**config.mk**
```make
export PLATFORM = sky130hd
export DESIGN_NAME = mem_loader
export DESIGN_NICKNAME = d
export VERILOG_FILES = /design/src/rtl/cpu_pkg.sv /design/src/rtl/key_debounce.sv /design/src/rtl/mem_loader.sv
export SDC_FILE = /design/constraint.sdc
export NUM_CORES = 1
export LEC_CHECK = 0
export BUFFER_PORTS_ARGS = -buffer_cell sky130_fd_sc_hd__buf_2
export CORE_MARGIN = 2
export CORE_UTILIZATION = 48
export CTS_CLUSTER_SIZE = 10
export DETAILED_ROUTE_END_ITERATION = 16
export PLACE_DENSITY = 0.76
export SYNTH_ARGS = -nofsm -noshare
export SYNTH_HDL_FRONTEND = slang
export SYNTH_SLANG_ARGS = --single-unit
```
**constraint.sdc**
```tcl
create_clock -name clk -period 1.8 [get_ports clk]
set_clock_uncertainty 0.15 [all_clocks]
set_input_delay 0.45 -clock clk [delete_from_list [all_inputs] [get_ports clk]]
set_output_delay 0.45 -clock clk [all_outputs]
set_load 0.005 [all_outputs]
```
**src/rtl/cpu_pkg.sv**
```systemverilog
`default_nettype none
// +-----------------------------------------------------------------------+
// | cpu_pkg : front-panel mode encodings and mem_loader FSM state codes    |
// | Rev 1.0                                                                |
// +-----------------------------------------------------------------------+
package cpu_pkg;

    localparam logic [1:0] ST_IDLE  = 2'b00;
    localparam logic [1:0] ST_LOAD  = 2'b01;
    localparam logic [1:0] ST_CHECK = 2'b10;
    localparam logic [1:0] ST_RUN   = 2'b11;

    typedef enum logic [2:0] {
        S_IDLE     = 3'd0,
        S_ARM      = 3'd1,
        S_WAIT_KEY = 3'd2,
        S_WR_REQ   = 3'd3,
        S_RD_REQ   = 3'd4,
        S_ADV      = 3'd5
    } ld_state_t;

    // Load and check are the only modes in which the loader owns the memory port.
    function automatic logic is_session(input logic [1:0] st);
        return (st == ST_LOAD) || (st == ST_CHECK);
    endfunction

endpackage
`default_nettype wire

```
**src/rtl/key_debounce.sv**
```systemverilog
`default_nettype none
// +-----------------------------------------------------------------------+
// | key_debounce : 2-flop synchroniser, stability filter, rising-edge pulse|
// | Rev 1.0                                                                |
// +-----------------------------------------------------------------------+
module key_debounce #(
    parameter int DB_CYCLES = 20
) (
    input  logic clk,
    input  logic rst,
    input  logic raw,
    output logic level,
    output logic press
);

    localparam int CW = $clog2(DB_CYCLES + 1);

    logic [1:0]    r_sync;
    logic [CW-1:0] r_cnt;
    logic          r_level;
    logic          r_level_d;
    logic          r_press;

    always_ff @(posedge clk) begin
        if (rst) begin
            r_sync    <= 2'b00;
            r_cnt     <= '0;
            r_level   <= 1'b0;
            r_level_d <= 1'b0;
            r_press   <= 1'b0;
        end else begin
            r_sync    <= {r_sync[0], raw};
            r_level_d <= r_level;
            r_press   <= r_level & ~r_level_d;
            // Any sample agreeing with the current level restarts the stability window.
            if (r_sync[1] == r_level) begin
                r_cnt <= '0;
            end else if (r_cnt == CW'(DB_CYCLES - 1)) begin
                r_level <= r_sync[1];
                r_cnt   <= '0;
            end else begin
                r_cnt <= r_cnt + 1'b1;
            end
        end
    end

    assign level = r_level;
    assign press = r_press;

endmodule
`default_nettype wire

```
**src/rtl/mem_loader.sv**
```systemverilog
`default_nettype none
// +-----------------------------------------------------------------------+
// | mem_loader : front-panel key/switch driven memory load and check engine|
// | Rev 1.0                                                                |
// +-----------------------------------------------------------------------+
module mem_loader
    import cpu_pkg::*;
#(
    parameter int DB_CYCLES   = 20,
    parameter int ACK_TIMEOUT = 15
) (
    input  logic        clk,
    input  logic        rst,
    input  logic [1:0]  cpustate,
    input  logic        A1,
    input  logic [7:0]  D,
    input  logic        mem_ack,
    input  logic [7:0]  mem_rdata,
    output logic [15:0] addr,
    output logic [7:0]  data,
    output logic        read,
    output logic        write,
    output logic [7:0]  check_out,
    output logic        ptr_valid,
    output logic        busy,
    output logic        err
);

    localparam int TW = $clog2(ACK_TIMEOUT + 1);

    logic          w_level;
    logic          w_press;
    logic          w_mode_chg;
    ld_state_t     r_state;
    logic [1:0]    r_mode;
    logic [7:0]    r_ptr;
    logic [7:0]    r_data;
    logic [7:0]    r_check;
    logic          r_read;
    logic          r_write;
    logic          r_ptr_valid;
    logic          r_busy;
    logic          r_err;
    logic [TW-1:0] r_tcnt;

    key_debounce #(
        .DB_CYCLES (DB_CYCLES)
    ) u_db (
        .clk   (clk),
        .rst   (rst),
        .raw   (A1),
        .level (w_level),
        .press (w_press)
    );

    assign w_mode_chg = (cpustate != r_mode);

    always_ff @(posedge clk) begin
        if (rst) begin
            r_state     <= S_IDLE;
            r_mode      <= ST_IDLE;
            r_ptr       <= 8'h00;
            r_data      <= 8'h00;
            r_check     <= 8'h00;
            r_read      <= 1'b0;
            r_write     <= 1'b0;
            r_ptr_valid <= 1'b0;
            r_busy      <= 1'b0;
            r_err       <= 1'b0;
            r_tcnt      <= '0;
        end else begin
            case (r_state)
                S_IDLE: begin
                    r_read      <= 1'b0;
                    r_write     <= 1'b0;
                    r_busy      <= 1'b0;
                    r_ptr_valid <= 1'b0;
                    r_err       <= 1'b0;
                    r_mode      <= cpustate;
                    if (is_session(cpustate)) begin
                        r_state <= S_ARM;
                    end
                end
                S_ARM, S_WAIT_KEY: begin
                    // Mode changes are only acted on outside a transaction.
                    if (w_mode_chg) begin
                        r_mode      <= cpustate;
                        r_ptr_valid <= 1'b0;
                        r_err       <= 1'b0;
                        r_state     <= is_session(cpustate) ? S_ARM : S_IDLE;
                    end else if (w_press) begin
                        if (r_state == S_ARM) begin
                            r_ptr       <= D;
                            r_ptr_valid <= 1'b1;
                            r_state     <= S_WAIT_KEY;
                        end else begin
                            r_busy <= 1'b1;
                            r_tcnt <= '0;
                            if (r_mode == ST_LOAD) begin
                                r_data  <= D;
                                r_write <= 1'b1;
                                r_state <= S_WR_REQ;
                            end else begin
                                r_read  <= 1'b1;
                                r_state <= S_RD_REQ;
                            end
                        end
                    end
                end
                S_WR_REQ, S_RD_REQ: begin
                    if (mem_ack) begin
                        r_read  <= 1'b0;
                        r_write <= 1'b0;
                        r_busy  <= 1'b0;
                        if (r_state == S_RD_REQ) begin
                            r_check <= mem_rdata;
                        end
                        r_state <= S_ADV;
                    end else if (r_tcnt == TW'(ACK_TIMEOUT - 1)) begin
                        r_read  <= 1'b0;
                        r_write <= 1'b0;
                        r_busy  <= 1'b0;
                        r_err   <= 1'b1;
                        r_state <= S_WAIT_KEY;
                    end else begin
                        r_tcnt <= r_tcnt + 1'b1;
                    end
                end
                S_ADV: begin
                    r_ptr   <= r_ptr + 8'd1;
                    r_state <= S_WAIT_KEY;
                end
                default: r_state <= S_IDLE;
            endcase
        end
    end

    assign addr      = {8'h00, r_ptr};
    assign data      = r_data;
    assign read      = r_read;
    assign write     = r_write;
    assign check_out = r_check;
    assign ptr_valid = r_ptr_valid;
    assign busy      = r_busy;
    assign err       = r_err;

endmodule
`default_nettype wire

```
# Word-level counts from Yosys, hierarchy flattened

Index checks and enable logic that the tools add are counted.

Add/subtract/negate cells: 3
Shift-type cells: 0
Bitwise operators: 5
Equal/unequal tests: 26
Muxes and demuxes: 45
Multiply operators: 0
Div/mod/pow operators: 0
Magnitude comparators: 0
Reduce and logical (&&, ||, !) cells: 21

Operators with widths:

| cell                                                             | number |
|---|---|
| 8-bit 2-to-1 mux                                                 | 3 |
| 3-bit 2-to-1 mux                                                 | 7 |
| 1-bit 2-to-1 mux                                                 | 20 |
| 4-bit 2-to-1 mux                                                 | 5 |
| 2-bit inequality test (second input constant)                    | 10 |
| 6-bit AND reduction                                              | 3 |
| 8-bit one-hot mux with 2 select lines                            | 1 |
| 1-bit one-hot mux with 3 select lines                            | 4 |
| 3-bit one-hot mux with 4 select lines                            | 1 |
| 5-bit AND reduction                                              | 2 |
| 3-bit AND reduction                                              | 3 |
| 8-bit by 1-bit adder with 8-bit output (second input constant)   | 1 |
| 4-bit one-hot mux with 2 select lines                            | 1 |
| 4-bit AND reduction                                              | 2 |
| 3-bit by 2-bit == test with 1-bit output (second input constant) | 2 |
| 3-bit == test (second input constant)                            | 2 |
| 3-bit inequality test (second input constant)                    | 2 |
| 2-bit nonzero test                                               | 3 |
| 5-bit by 1-bit adder with 5-bit output (second input constant)   | 1 |
| 5-bit == test (second input constant)                            | 1 |
| 4-bit by 1-bit adder with 4-bit output (second input constant)   | 1 |
| 2-bit by 1-bit == test with 1-bit output (second input constant) | 2 |
| 4-bit == test (second input constant)                            | 1 |
| 1-bit NOT                                                        | 4 |
| 16 further kinds                                                 | 18 |

Bits in writable memories: 0
Latch bits: 0
Input bits: 22
Memory bits (read-only): 0
Memories: 0
Output and inout bits: 37
Word-level logic and storage cells: 116
Register bits after elaboration: 48

# Longest topological paths before layout

Gate-level depths: netlist (run 1).

Word-level depth: 6
Depth in mapped cells: 7
Mapped depth without buffers: 7

# By module

From an unflattened synthesis (run 1), not the netlist that was laid out.

Cells, all modules: 288
Area total of the unflattened synthesis: 2,426.1 µm²

By module, submodules not included:

| module       | seq. area each (µm²) | times used | cells each | area an instance (µm²) |
|---|---|---|---|---|
| mem_loader   | 760.7                | 1          | 253        | 2,054.5 |
| key_debounce | 200.2                | 1          | 35         | 371.6 |

# Least setup slack after synthesis (run 1)

Ideal clock, no wire load.

Kind: input-to-reg
Start: input cpustate[1]
End: register r_state[1]
Stages on the path: 6
Setup slack: -68 ps
Required time: 1,558 ps
Path buffers: 1
Library setup time: 92 ps
Arrival: 1,625 ps
Cells stage by stage: buf_2 xor2_2 nor2_2 nor2_1 or4_1 o32ai_1

Word-level cells in the longest chain between the ends: 4
Elaborated cells on any way between the ends: 9
Those cells by class: 5 x eq/ne; 2 x mux; 2 x reduce/logical

Ends and longest elaborated chain:

| item                                                                             | RTL line         | RTL |
|---|---|---|
| start, declared                                                                  | mem_loader.sv:14 | `input logic [1:0] cpustate,` |
| 2-bit by 1-bit == test with 1-bit output / 2-bit == test (equally long branches) | cpu_pkg.sv:24    | `return (st == ST_LOAD) \|\| (st == ST_CHECK);` |
| 1-bit logical OR                                                                 | cpu_pkg.sv:24    |  |
| 2-bit inequality test (no line)                                                  | n/a              |  |
| 3-bit AND reduction (no line)                                                    | n/a              |  |
| end signal, assigned                                                             | mem_loader.sv:90 | `r_state <= is_session(cpustate) ? S_ARM : S_IDLE;` |
| end, declared                                                                    | mem_loader.sv:34 | `ld_state_t r_state;` |

Parallel ways exist; a longest one is shown, timed or not.
A chain may end at the register's enable or synchronous reset.

# Worst setup path after layout (run 1)

Start: register r_state[2]
End: register r_tcnt[1]

Word-level cells in the longest chain between the ends: 4
Elaborated cells on any way between the ends: 14
Those cells by class: 9 x eq/ne; 1 x mux; 4 x reduce/logical

Ends and longest elaborated chain:

| item                                                          | RTL line          | RTL |
|---|---|---|
| 3-bit == test, or another cell as far along                   | mem_loader.sv:72  | `case (r_state)` |
| 2-bit OR reduction                                            | mem_loader.sv:72  |  |
| 2-bit inequality test (no line), or another cell as far along | n/a               |  |
| 6-bit AND reduction (no line)                                 | n/a               |  |
| end signal, assigned                                          | mem_loader.sv:126 | `r_tcnt <= r_tcnt + 1'b1;` |
| end, declared                                                 | mem_loader.sv:44  | `logic [TW-1:0] r_tcnt;` |

Parallel ways exist; a longest one is shown, timed or not.

==> results of run 1 <==
-- power by group through the flow --
stage	combinational [uW]	sequential (uW)	clock (uW)
after detailed placement	388	1140	0
after CTS	398	1110	700
after global routing	463	1110	748
after global placement	384	1140	0
final	422	1110	681
after floorplan	271	1120	0
-- how the worst min path moves through the flow --
stage | end | startpoint | cells after the start
2_1_floorplan | u_db.press | u_db.r_level_d | 1
3_3_place_gp | u_db.press | u_db.r_level_d | 1
3_5_place_dp | u_db.press | u_db.r_level_d | 1
4_1_cts | u_db.r_sync[0] | A1 | 2
5_1_grt | u_db.r_sync[0] | A1 | 2
6_report | u_db.r_sync[0] | A1 | 2
-- Yosys cell counts (4+ instances only) --
master | instances | area, um^2
ha_1 | 4 | 50.1
nor2b_1 | 8 | 50.1
or2_2 | 4 | 25.0
mux2i_1 | 20 | 200
nor3_1 | 8 | 40.0
inv_1 | 11 | 41.3
nand2_1 | 13 | 48.8
xor2_1 | 4 | 35.0
dfxtp_1 | 48 | 961
nand3_1 | 7 | 35.0
buf_4 | 10 | 75.1
clkbuf_1 | 8 | 30.0
o21ai_0 | 7 | 35.0
o21ai_1 | 4 | 20.0
a31oi_1 | 5 | 31.3
a21oi_1 | 21 | 105
nor2_1 | 42 | 158
-- critical path, delay by kind of cell, from the launching register on --
family,cells,cell delay (ps)
AND/OR/NAND/NOR,3,910
flip-flops,1,370
buffers and inverters,1,150
AO/OA/AOI/OAI,1,110
-- registers in the layout (all words and copies together), names as in the netlist, 2 cells and up --
register and cells:
check_out 8, data 8, r_ptr 8, u_db.r_cnt 5, r_tcnt 4, r_state 3
r_mode 2, u_db.r_sync 2
-- cell families after synthesis --
group / Yosys count / share of synthesized area
buf+inv: 33 / 0.0704
fa+ha+maj: 5 / 0.0245
compound gates: 63 / 0.169
other cells: 1 / 0.00153
mux: 20 / 0.0817
flops: 48 / 0.392
simple gates: 107 / 0.232
xor+xnor: 7 / 0.0281
-- area by class of cell --
class                           count  area [um^2]  area share
Multi-Input combinational cell    211         1480       0.456
Sequential cell                    48          970       0.298
Timing Repair Buffer               90          576       0.177
Tap cell                           70         87.6      0.0269
Clock buffer                        6         82.6      0.0254
Inverter                           11         41.3      0.0127
Clock inverter                      2         13.8     0.00423
-- stage by stage --
stage	hold slack, ps	cell area, um^2	setup TNS, ps
global placement	225	3050	-2340
global route	206	3250	-65.9
finish	211	3250	0
detailed placement	237	3050	-3240
CTS	202	3170	0
floorplan	217	2540	0
-- metal layers --
| metal | vias to the layer above | GRT usage |
|---|---|---|
| met5 | - | 0 |
| met3 | 6 | 0.0463 |
| met2 | 64 | 0.315 |
| met4 | 0 | 0.0565 |
| met1 | 1061 | 0.274 |
| li1 | 1151 | - |
-- repair_timing --
item | CTS | global route
gates cloned | 0 | 1
pin swaps | 2 | 8
gates resized for setup | 5 | 15
setup endpoints to repair | 18 | 18
setup buffers | 0 | 2
==> impl_metrics.env, run 1 <==
export IMPL_nets=393
export IMPL_combPwrFrac=0.191
export IMPL_io_buffer_count=50
export IMPL_setup_ws_ps=48.1
export IMPL_h_tree_depth=2
export IMPL_grt_pass1_wl_mm=8.87
export IMPL_ys_async_sr_fraction=0
export IMPL_crit_path_cell_trace="buf_4, nand3b_1, and2_1, or3_1, a21oi_2"
export IMPL_vias=2282
export IMPL_synth_area_mm2=0.00245
export IMPL_vias_per_cell=5.21
export IMPL_hpwl_mm=3.99
export IMPL_dr_wl_met3_um=242
export IMPL_wl_met2_mm=2.66
export IMPL_final_util=0.649
export IMPL_clockBufferDepth=2
export IMPL_min_path_type="input pin to flip-flop"
export IMPL_cp_start_kind="flip-flop"
export IMPL_p_leak_uw=0.00146
export IMPL_ant_nets=0
export IMPL_cts_root_buffer="clkbuf_8"
export IMPL_drt_iter0_drc=108
export IMPL_endpoint="r_tcnt[1]"
export IMPL_cts_buffers=5
export IMPL_start_util=0.489
export IMPL_syn_avg_cell_area_um2=8.63
export IMPL_finalSetupViolCount=0
export IMPL_reg2reg_depth=5
export IMPL_rsz0062_at_grt="true"
export IMPL_maxCapViolations=0
export IMPL_final_cell_mix="buf_2, dfxtp_1, nor2_1"
export IMPL_fmax_mhz=571
export IMPL_worstPathArrival_ps=1850
export IMPL_seq_area_frac_synth=0.392
export IMPL_cp_end_kind="flip-flop"
export IMPL_syn_inst=284
export IMPL_die_y_um=75.5
export IMPL_cts_tree="built"
export IMPL_drt_wl_total_mm=5.59
export IMPL_status="completed"
export IMPL_cp_slowest_stage_delay_ps=370
export IMPL_stdcell_count=438
export IMPL_die_x_um=75.5
export IMPL_p_int_uw=1580
export IMPL_required_ps=1890
export IMPL_gr_total_overflow=0
export IMPL_powerDensity_mw_per_mm2=681
export IMPL_clk_pin_slew_ps=90
export IMPL_cts_sink_count=48
export IMPL_place_inst=427
export IMPL_hold_viol=0
export IMPL_grtUsageTotal=0.199
export IMPL_grt_max_degree=29
export IMPL_setup_worst_path_start="r_state[2]"
export IMPL_synth_cell_type_count=57
export IMPL_rows=26
export IMPL_drtPass1Iterations=4
export IMPL_wl_per_cell_um=12.8
export IMPL_cp_max_fo=6
export IMPL_power_total_uw=2210
export IMPL_core_mm2=0.00501
export IMPL_wl_met1_mm=2.63
export IMPL_grt_pass1_vias=1989
export IMPL_switchingPower_uw=630
export IMPL_timing_rr_start="r_state[2]"
export IMPL_dieArea_mm2=0.00569
export IMPL_dpl_worst_slack_ps=-285
export IMPL_antenna_found_initial=0
export IMPL_final_common_cell="buf_2"
export IMPL_crit_path_top_delay_cell="dfxtp_4"
export IMPL_switching_share=0.285
export IMPL_fin_crit_sh=0.973
export IMPL_n_fill_cell=434
export IMPL_n_antenna_cell=0
export IMPL_clock_latency_ps=300
export IMPL_pwr_share_seq=0.502
export IMPL_remaining_drc_errors=0
export IMPL_gp_congestion=0.859
export IMPL_highest_layer="met4"
export IMPL_synth_edf_count=0
export IMPL_min_period_ps=1750
export IMPL_ys_warnings_count=0
export IMPL_areaGrowthSynthToFinish_pct=32.7
export IMPL_timing_rr_end="r_tcnt[1]"
export IMPL_ys_ff_latch=48
export IMPL_synthFlopType="dfxtp_1"
export IMPL_io_pins=59
export IMPL_drive_gt1_frac=0.356
export IMPL_p_clk_frac=0.307
export IMPL_drv_slew=0
export IMPL_peakVddDrop_mv=0.592
export IMPL_r2r_slack_ps=50
export IMPL_ctsHoldBuffers=0
export IMPL_path_class="flip-flop to flip-flop"
Power figures use the tool's default switching activity.
==> inputs of run 2 (changes only) <==
--- a/config.mk
+++ b/config.mk
@@ -5,12 +5,12 @@
 export SDC_FILE = /design/constraint.sdc
 export NUM_CORES = 1
 export LEC_CHECK = 0
-export BUFFER_PORTS_ARGS = -buffer_cell sky130_fd_sc_hd__buf_2
 export CORE_MARGIN = 2
-export CORE_UTILIZATION = 48
+export CORE_UTILIZATION = 49
 export CTS_CLUSTER_SIZE = 10
 export DETAILED_ROUTE_END_ITERATION = 16
-export PLACE_DENSITY = 0.76
+export DONT_BUFFER_PORTS = 1
+export PLACE_DENSITY = 0.66
 export SYNTH_ARGS = -nofsm -noshare
 export SYNTH_HDL_FRONTEND = slang
 export SYNTH_SLANG_ARGS = --single-unit
==> constraint.sdc (replaced) <==
create_clock -name clk -period 1.8 [get_ports clk]
set_clock_uncertainty 0.15 [all_clocks]
set_input_delay 0.36 -clock clk [delete_from_list [all_inputs] [get_ports clk]]
set_output_delay 0.36 -clock clk [all_outputs]
set_load 0.005 [all_outputs]
==> run 2 against run 1 <==
Compared with the run above:
- flip-flop and latch count unchanged
- clock power is 3% lower
- combinational power fell by 12%
- final cell count is 13% lower
- largest power group unchanged
==> impl_metrics.env, run 2 (synthesized netlist as in run 1, its figures left out) <==
export IMPL_peakVddDrop_mv=0.479
export IMPL_drive_gt1_frac=0.249
export IMPL_maxCapViolations=0
export IMPL_cp_slowest_stage_delay_ps=370
export IMPL_hold_viol=0
export IMPL_status="completed"
export IMPL_ant_nets=0
export IMPL_grtUsageTotal=0.204
export IMPL_start_util=0.512
export IMPL_min_path_type="input pin to flip-flop"
export IMPL_core_mm2=0.00479
export IMPL_finalSetupViolCount=0
export IMPL_final_util=0.618
export IMPL_cp_max_fo=3
export IMPL_cts_buffers=5
export IMPL_holdCritStartpoint="A1"
export IMPL_clk_pin_slew_ps=90
export IMPL_power_total_uw=2170
export IMPL_fin_area_mm2=0.00296
export IMPL_cts_tree="built"
export IMPL_crit_path_cell_trace="xor2_2, buf_6, nor4bb_4, a21oi_2, or3_1, a21oi_1"
export IMPL_rsz0062_at_grt="true"
export IMPL_n_fill_cell=421
export IMPL_fin_crit_sh=0.971
export IMPL_antenna_found_initial=0
export IMPL_final_cell_mix="dfxtp_1, nor2_1, buf_4"
export IMPL_required_ps=1890
export IMPL_drv_slew=0
export IMPL_drtPass1Iterations=4
export IMPL_die_x_um=74.7
export IMPL_dieArea_mm2=0.00558
export IMPL_nets=338
export IMPL_p_leak_uw=0.00118
export IMPL_grt_pass1_wl_mm=8.72
export IMPL_setup_worst_path_start="r_mode[0]"
export IMPL_cts_root_buffer="clkbuf_8"
export IMPL_h_tree_depth=2
export IMPL_grt_pass1_vias=1907
export IMPL_gr_total_overflow=0
export IMPL_worstPathArrival_ps=1840
export IMPL_post_dp_cell_area_mm2=0.00267
export IMPL_io_buffer_count=0
export IMPL_wl_per_cell_um=14.4
export IMPL_drt_wl_total_mm=5.47
export IMPL_io_pins=59
export IMPL_timing_rr_start="r_mode[0]"
export IMPL_areaGrowthSynthToFinish_pct=20.7
export IMPL_hpwl_mm=3.63
export IMPL_grt_max_degree=34
export IMPL_cp_end_kind="flip-flop"
export IMPL_cts_sink_count=48
export IMPL_vias_per_cell=5.42
export IMPL_drt_iter0_drc=112
export IMPL_powerDensity_mw_per_mm2=732
export IMPL_clock_latency_ps=300
export IMPL_remaining_drc_errors=0
export IMPL_gp_congestion=0.867
export IMPL_rows=25
export IMPL_cp_start_kind="flip-flop"
export IMPL_fmax_mhz=572
export IMPL_path_class="flip-flop to flip-flop"
export IMPL_min_period_ps=1750
export IMPL_clockBufferDepth=2
export IMPL_n_antenna_cell=0
export IMPL_vias=2061
export IMPL_die_y_um=74.7
export IMPL_crit_path_top_delay_cell="or3_1"
export IMPL_final_common_cell="dfxtp_1"
-- run 2: cell types whose count changed in the layout (fill, tap and decap cells not counted), moves of 2 or more --
| cell | before | now |
|---|---|---|
| a21oi_2 | 3 | 1 |
| dfxtp_1 | 43 | 40 |
| dfxtp_2 | 4 | 6 |
| buf_4 | 38 | 30 |
| buf_2 | 50 | 0 |
| dlygate4sd3_1 | 0 | 2 |
| a21oi_1 | 19 | 21 |
| nor2_2 | 1 | 3 |
| nor2_1 | 41 | 39 |
-- run 2: path summary, 6_finish.rpt --
kind	endpoint	slack (ps)	depth (start not counted)
hold / removal	u_db.r_sync[0]	30	1
setup / recovery	r_tcnt[1]	50	6
setup reg to reg	r_tcnt[1]	50	6
hold reg to reg	u_db.press	240	1
-- run 2: critical path: cells and delay by family (launching register included) --
family / cells / cell delay (ps)
AO/OA/AOI/OAI: 2 / 230
buffers and inverters: 1 / 140
AND/OR/NAND/NOR: 2 / 680
flip-flops: 1 / 340
XOR/XNOR: 1 / 160
-- run 2: power breakdown --
group / total [uW] / internal (uW) / switching, uW
clock network: 663 / 276 / 387
logic: 373 / 176 / 196
registers: 1130 / 1090 / 41.6
total: 2170 / 1540 / 625
-- run 2: per-stage QoR --
stage | hold slack [ps] | setup slack [ps] | cells | setup TNS (ps)
after floorplan | 217 | 21.2 | 291 | 0
after global placement | 219 | -43.2 | 366 | -66.5
after detailed placement | 226 | -47.9 | 366 | -108
after CTS | 4.31 | 9.44 | 376 | 0
after global routing | 9.16 | -19.5 | 380 | -26.4
final | 29.4 | 51.3 | 380 | 0
-- run 2: per-layer routing --
| layer | vias to the layer above | track usage | share of wire |
|---|---|---|---|
| met3 | 5 | 0.0602 | 0.057 |
| met2 | 58 | 0.319 | 0.46 |
| met4 | 0 | 0.0595 | 0.0077 |
| met1 | 951 | 0.274 | 0.48 |
| li1 | 1047 | - | - |
| met5 | - | 0 | 0 |
-- run 2: cell type report --
| class | count | area (um^2) | share of cell area |
|---|---|---|---|
| flip-flops and latches | 48 | 976 | 0.330 |
| multi-input cells | 211 | 1470 | 0.497 |
| repair buffers | 35 | 297 | 0.100 |
| clock buffers | 5 | 68.8 | 0.0233 |
| clock inverters | 3 | 21.3 | 0.00719 |
| inverters | 11 | 41.3 | 0.0140 |
| well taps | 67 | 83.8 | 0.0283 |
-- run 2: timing repair --
action / in CTS / in global routing
resized for setup: 5 / 26
pin swaps: 1 / 13
setup endpoints to repair: 9 / 21
hold buffers: 2 / 1
endpoints found under the hold margin: 33 / 2
buffers inserted: 0 / 2
cloned: 0 / 1
==> inputs of run 3 (changes only) <==
--- a/config.mk
+++ b/config.mk
@@ -5,12 +5,12 @@
 export SDC_FILE = /design/constraint.sdc
 export NUM_CORES = 1
 export LEC_CHECK = 0
+export ABC_AREA = 0
 export CORE_MARGIN = 2
 export CORE_UTILIZATION = 49
 export CTS_CLUSTER_SIZE = 10
 export DETAILED_ROUTE_END_ITERATION = 16
 export DONT_BUFFER_PORTS = 1
-export PLACE_DENSITY = 0.66
 export SYNTH_ARGS = -nofsm -noshare
 export SYNTH_HDL_FRONTEND = slang
 export SYNTH_SLANG_ARGS = --single-unit
==> constraint.sdc (replaced) <==
create_clock -name clk -period 2.15 [get_ports clk]
set_clock_uncertainty 0.15 [all_clocks]
set_input_delay 0.43 -clock clk [delete_from_list [all_inputs] [get_ports clk]]
set_output_delay 0.43 -clock clk [all_outputs]
set_load 0.005 [all_outputs]
==> run 3 against run 2 <==
Compared with the run above:
- core utilization shrank 6.6 points
- sequential share of layout area grew 3.4 points
- register-to-register slack gained 160 ps
- via count shrank 6.9%
- largest power group unchanged
- design area shrank 11%
- power shrank 15%
- largest cell class unchanged
- sequential power shrank 16%
- setup slack gained 160 ps
- global-route usage shrank 2.4 points
- flip-flop and latch count is the same
- first-iteration DRC count grew 2.7%
==> impl_metrics.env, run 3 (synthesized netlist as in run 1, its figures left out) <==
export IMPL_h_tree_depth=2
export IMPL_areaGrowthSynthToFinish_pct=7.81
export IMPL_final_common_cell="dfxtp_1"
export IMPL_gp_congestion=0.815
export IMPL_die_x_um=74.7
export IMPL_cp_max_fo=15
export IMPL_drt_iter0_drc=115
export IMPL_cp_end_kind="flip-flop"
export IMPL_core_mm2=0.00479
export IMPL_combPwrFrac=0.116
export IMPL_grt_pass1_vias=1767
export IMPL_die_y_um=74.7
export IMPL_path_class="flip-flop to flip-flop"
export IMPL_vias_per_cell=5.39
export IMPL_vias=1919
export IMPL_min_period_ps=1940
export IMPL_maxCapViolations=0
export IMPL_drt_wl_total_mm=4.72
export IMPL_wl_per_cell_um=13.3
export IMPL_status="completed"
export IMPL_drtPass1Iterations=4
export IMPL_grt_pass1_wl_mm=7.76
export IMPL_fin_crit_sh=0.901
export IMPL_fin_tns_setup_ps=0
export IMPL_post_dp_cell_area_mm2=0.00252
export IMPL_grt_max_degree=46
export IMPL_drive_gt1_frac=0.128
export IMPL_fmax_mhz=516
export IMPL_cts_sink_count=48
export IMPL_cts_root_buffer="clkbuf_8"
export IMPL_clockBufferDepth=2
export IMPL_worstPathArrival_ps=2020
export IMPL_io_buffer_count=0
export IMPL_p_clk_frac=0.370
export IMPL_clk_pin_slew_ps=90
export IMPL_gr_total_overflow=0
export IMPL_nets=314
export IMPL_switching_share=0.250
export IMPL_n_antenna_cell=0
export IMPL_clock_latency_ps=300
export IMPL_p_leak_uw=0.00106
export IMPL_place_inst=348
export IMPL_remaining_drc_errors=0
export IMPL_drv_slew=0
export IMPL_rows=25
export IMPL_power_total_uw=1840
export IMPL_hpwl_mm=3.36
export IMPL_io_pins=59
export IMPL_r2r_slack_ps=210
export IMPL_crit_top_cell="a21oi_2"
export IMPL_worst_slew_margin_rel=0.640
export IMPL_required_ps=2240
export IMPL_critPathTopFamily="flip-flops"
export IMPL_ant_nets=0
export IMPL_hold_viol=0
export IMPL_crit_path_top_delay_cell="dfxtp_1"
export IMPL_cts_buffers=5
export IMPL_n_fill_cell=449
export IMPL_finalSetupViolCount=0
export IMPL_cp_slowest_stage_delay_ps=670
export IMPL_rsz0062_at_grt="false"
export IMPL_grtUsageTotal=0.180
export IMPL_stdcell_count=356
export IMPL_crit_path_cell_trace="nand3b_1, a21oi_2, a21oi_2, or3_1, a21oi_1"
export IMPL_cts_tree="built"
export IMPL_peakVddDrop_mv=0.430
export IMPL_worstMarginPinSlew_ps=540
export IMPL_path_buf_inv=0
export IMPL_cp_start_kind="flip-flop"
export IMPL_min_path_type="input pin to flip-flop"
export IMPL_dieArea_mm2=0.00558
export IMPL_antenna_found_initial=0
export IMPL_fin_area_mm2=0.00264
export IMPL_final_cell_mix="dfxtp_1, nor2_1, a21oi_1"
export IMPL_pwr_share_seq=0.514
export IMPL_p_int_uw=1380
export IMPL_powerDensity_mw_per_mm2=696
export IMPL_switchingPower_uw=459
export IMPL_hold_ws_ps=40.4
export IMPL_start_util=0.512
[run 3: power by group through the flow]
stage | combinational [uW] | sequential (uW) | clock (uW)
after global placement | 211 | 965 | 0
after floorplan | 215 | 937 | 0
final | 213 | 945 | 680
after detailed placement | 211 | 965 | 0
after CTS | 212 | 944 | 706
after global routing | 238 | 950 | 738
[run 3: through the flow]
stage                util  setup slack [ps]
detailed placement  0.527               142
global placement    0.527               119
floorplan               -               302
finish              0.552               214
global route        0.552              62.5
CTS                 0.552               110
[run 3: final cells by class]
type | count | area, um^2 | area share
Clock inverter | 2 | 38.8 | 0.0147
Timing Repair Buffer | 12 | 90.1 | 0.0341
Tap cell | 67 | 83.8 | 0.0317
Multi-Input combinational cell | 210 | 1340 | 0.509
Sequential cell | 48 | 962 | 0.364
Inverter | 11 | 41.3 | 0.0156
Clock buffer | 6 | 82.6 | 0.0313
[run 3: what timing repair did]
item / 4_1_cts / 5_1_grt
setup buffers: 0 / 0
gates resized for setup: 0 / 1
hold buffers: 0 / 0
setup endpoints to repair: 0 / 1
[run 3: path summary, 6_finish.rpt]
path | from | endpoint | cells past startpoint
max | r_state[0] | r_tcnt[1] | 5
min | rst | r_tcnt[0] | 1
max reg2reg | r_state[0] | r_tcnt[1] | 5
min reg2reg | u_db.r_level_d | u_db.press | 1
[run 3: metal layers]
layer / share of wire / vias to the layer above / track usage
li1: - / 994 / -
met1: 0.48 / 871 / 0.237
met2: 0.45 / 52 / 0.280
met3: 0.066 / 2 / 0.0576
met4: 0.0047 / 0 / 0.0595
met5: 0 / - / 0
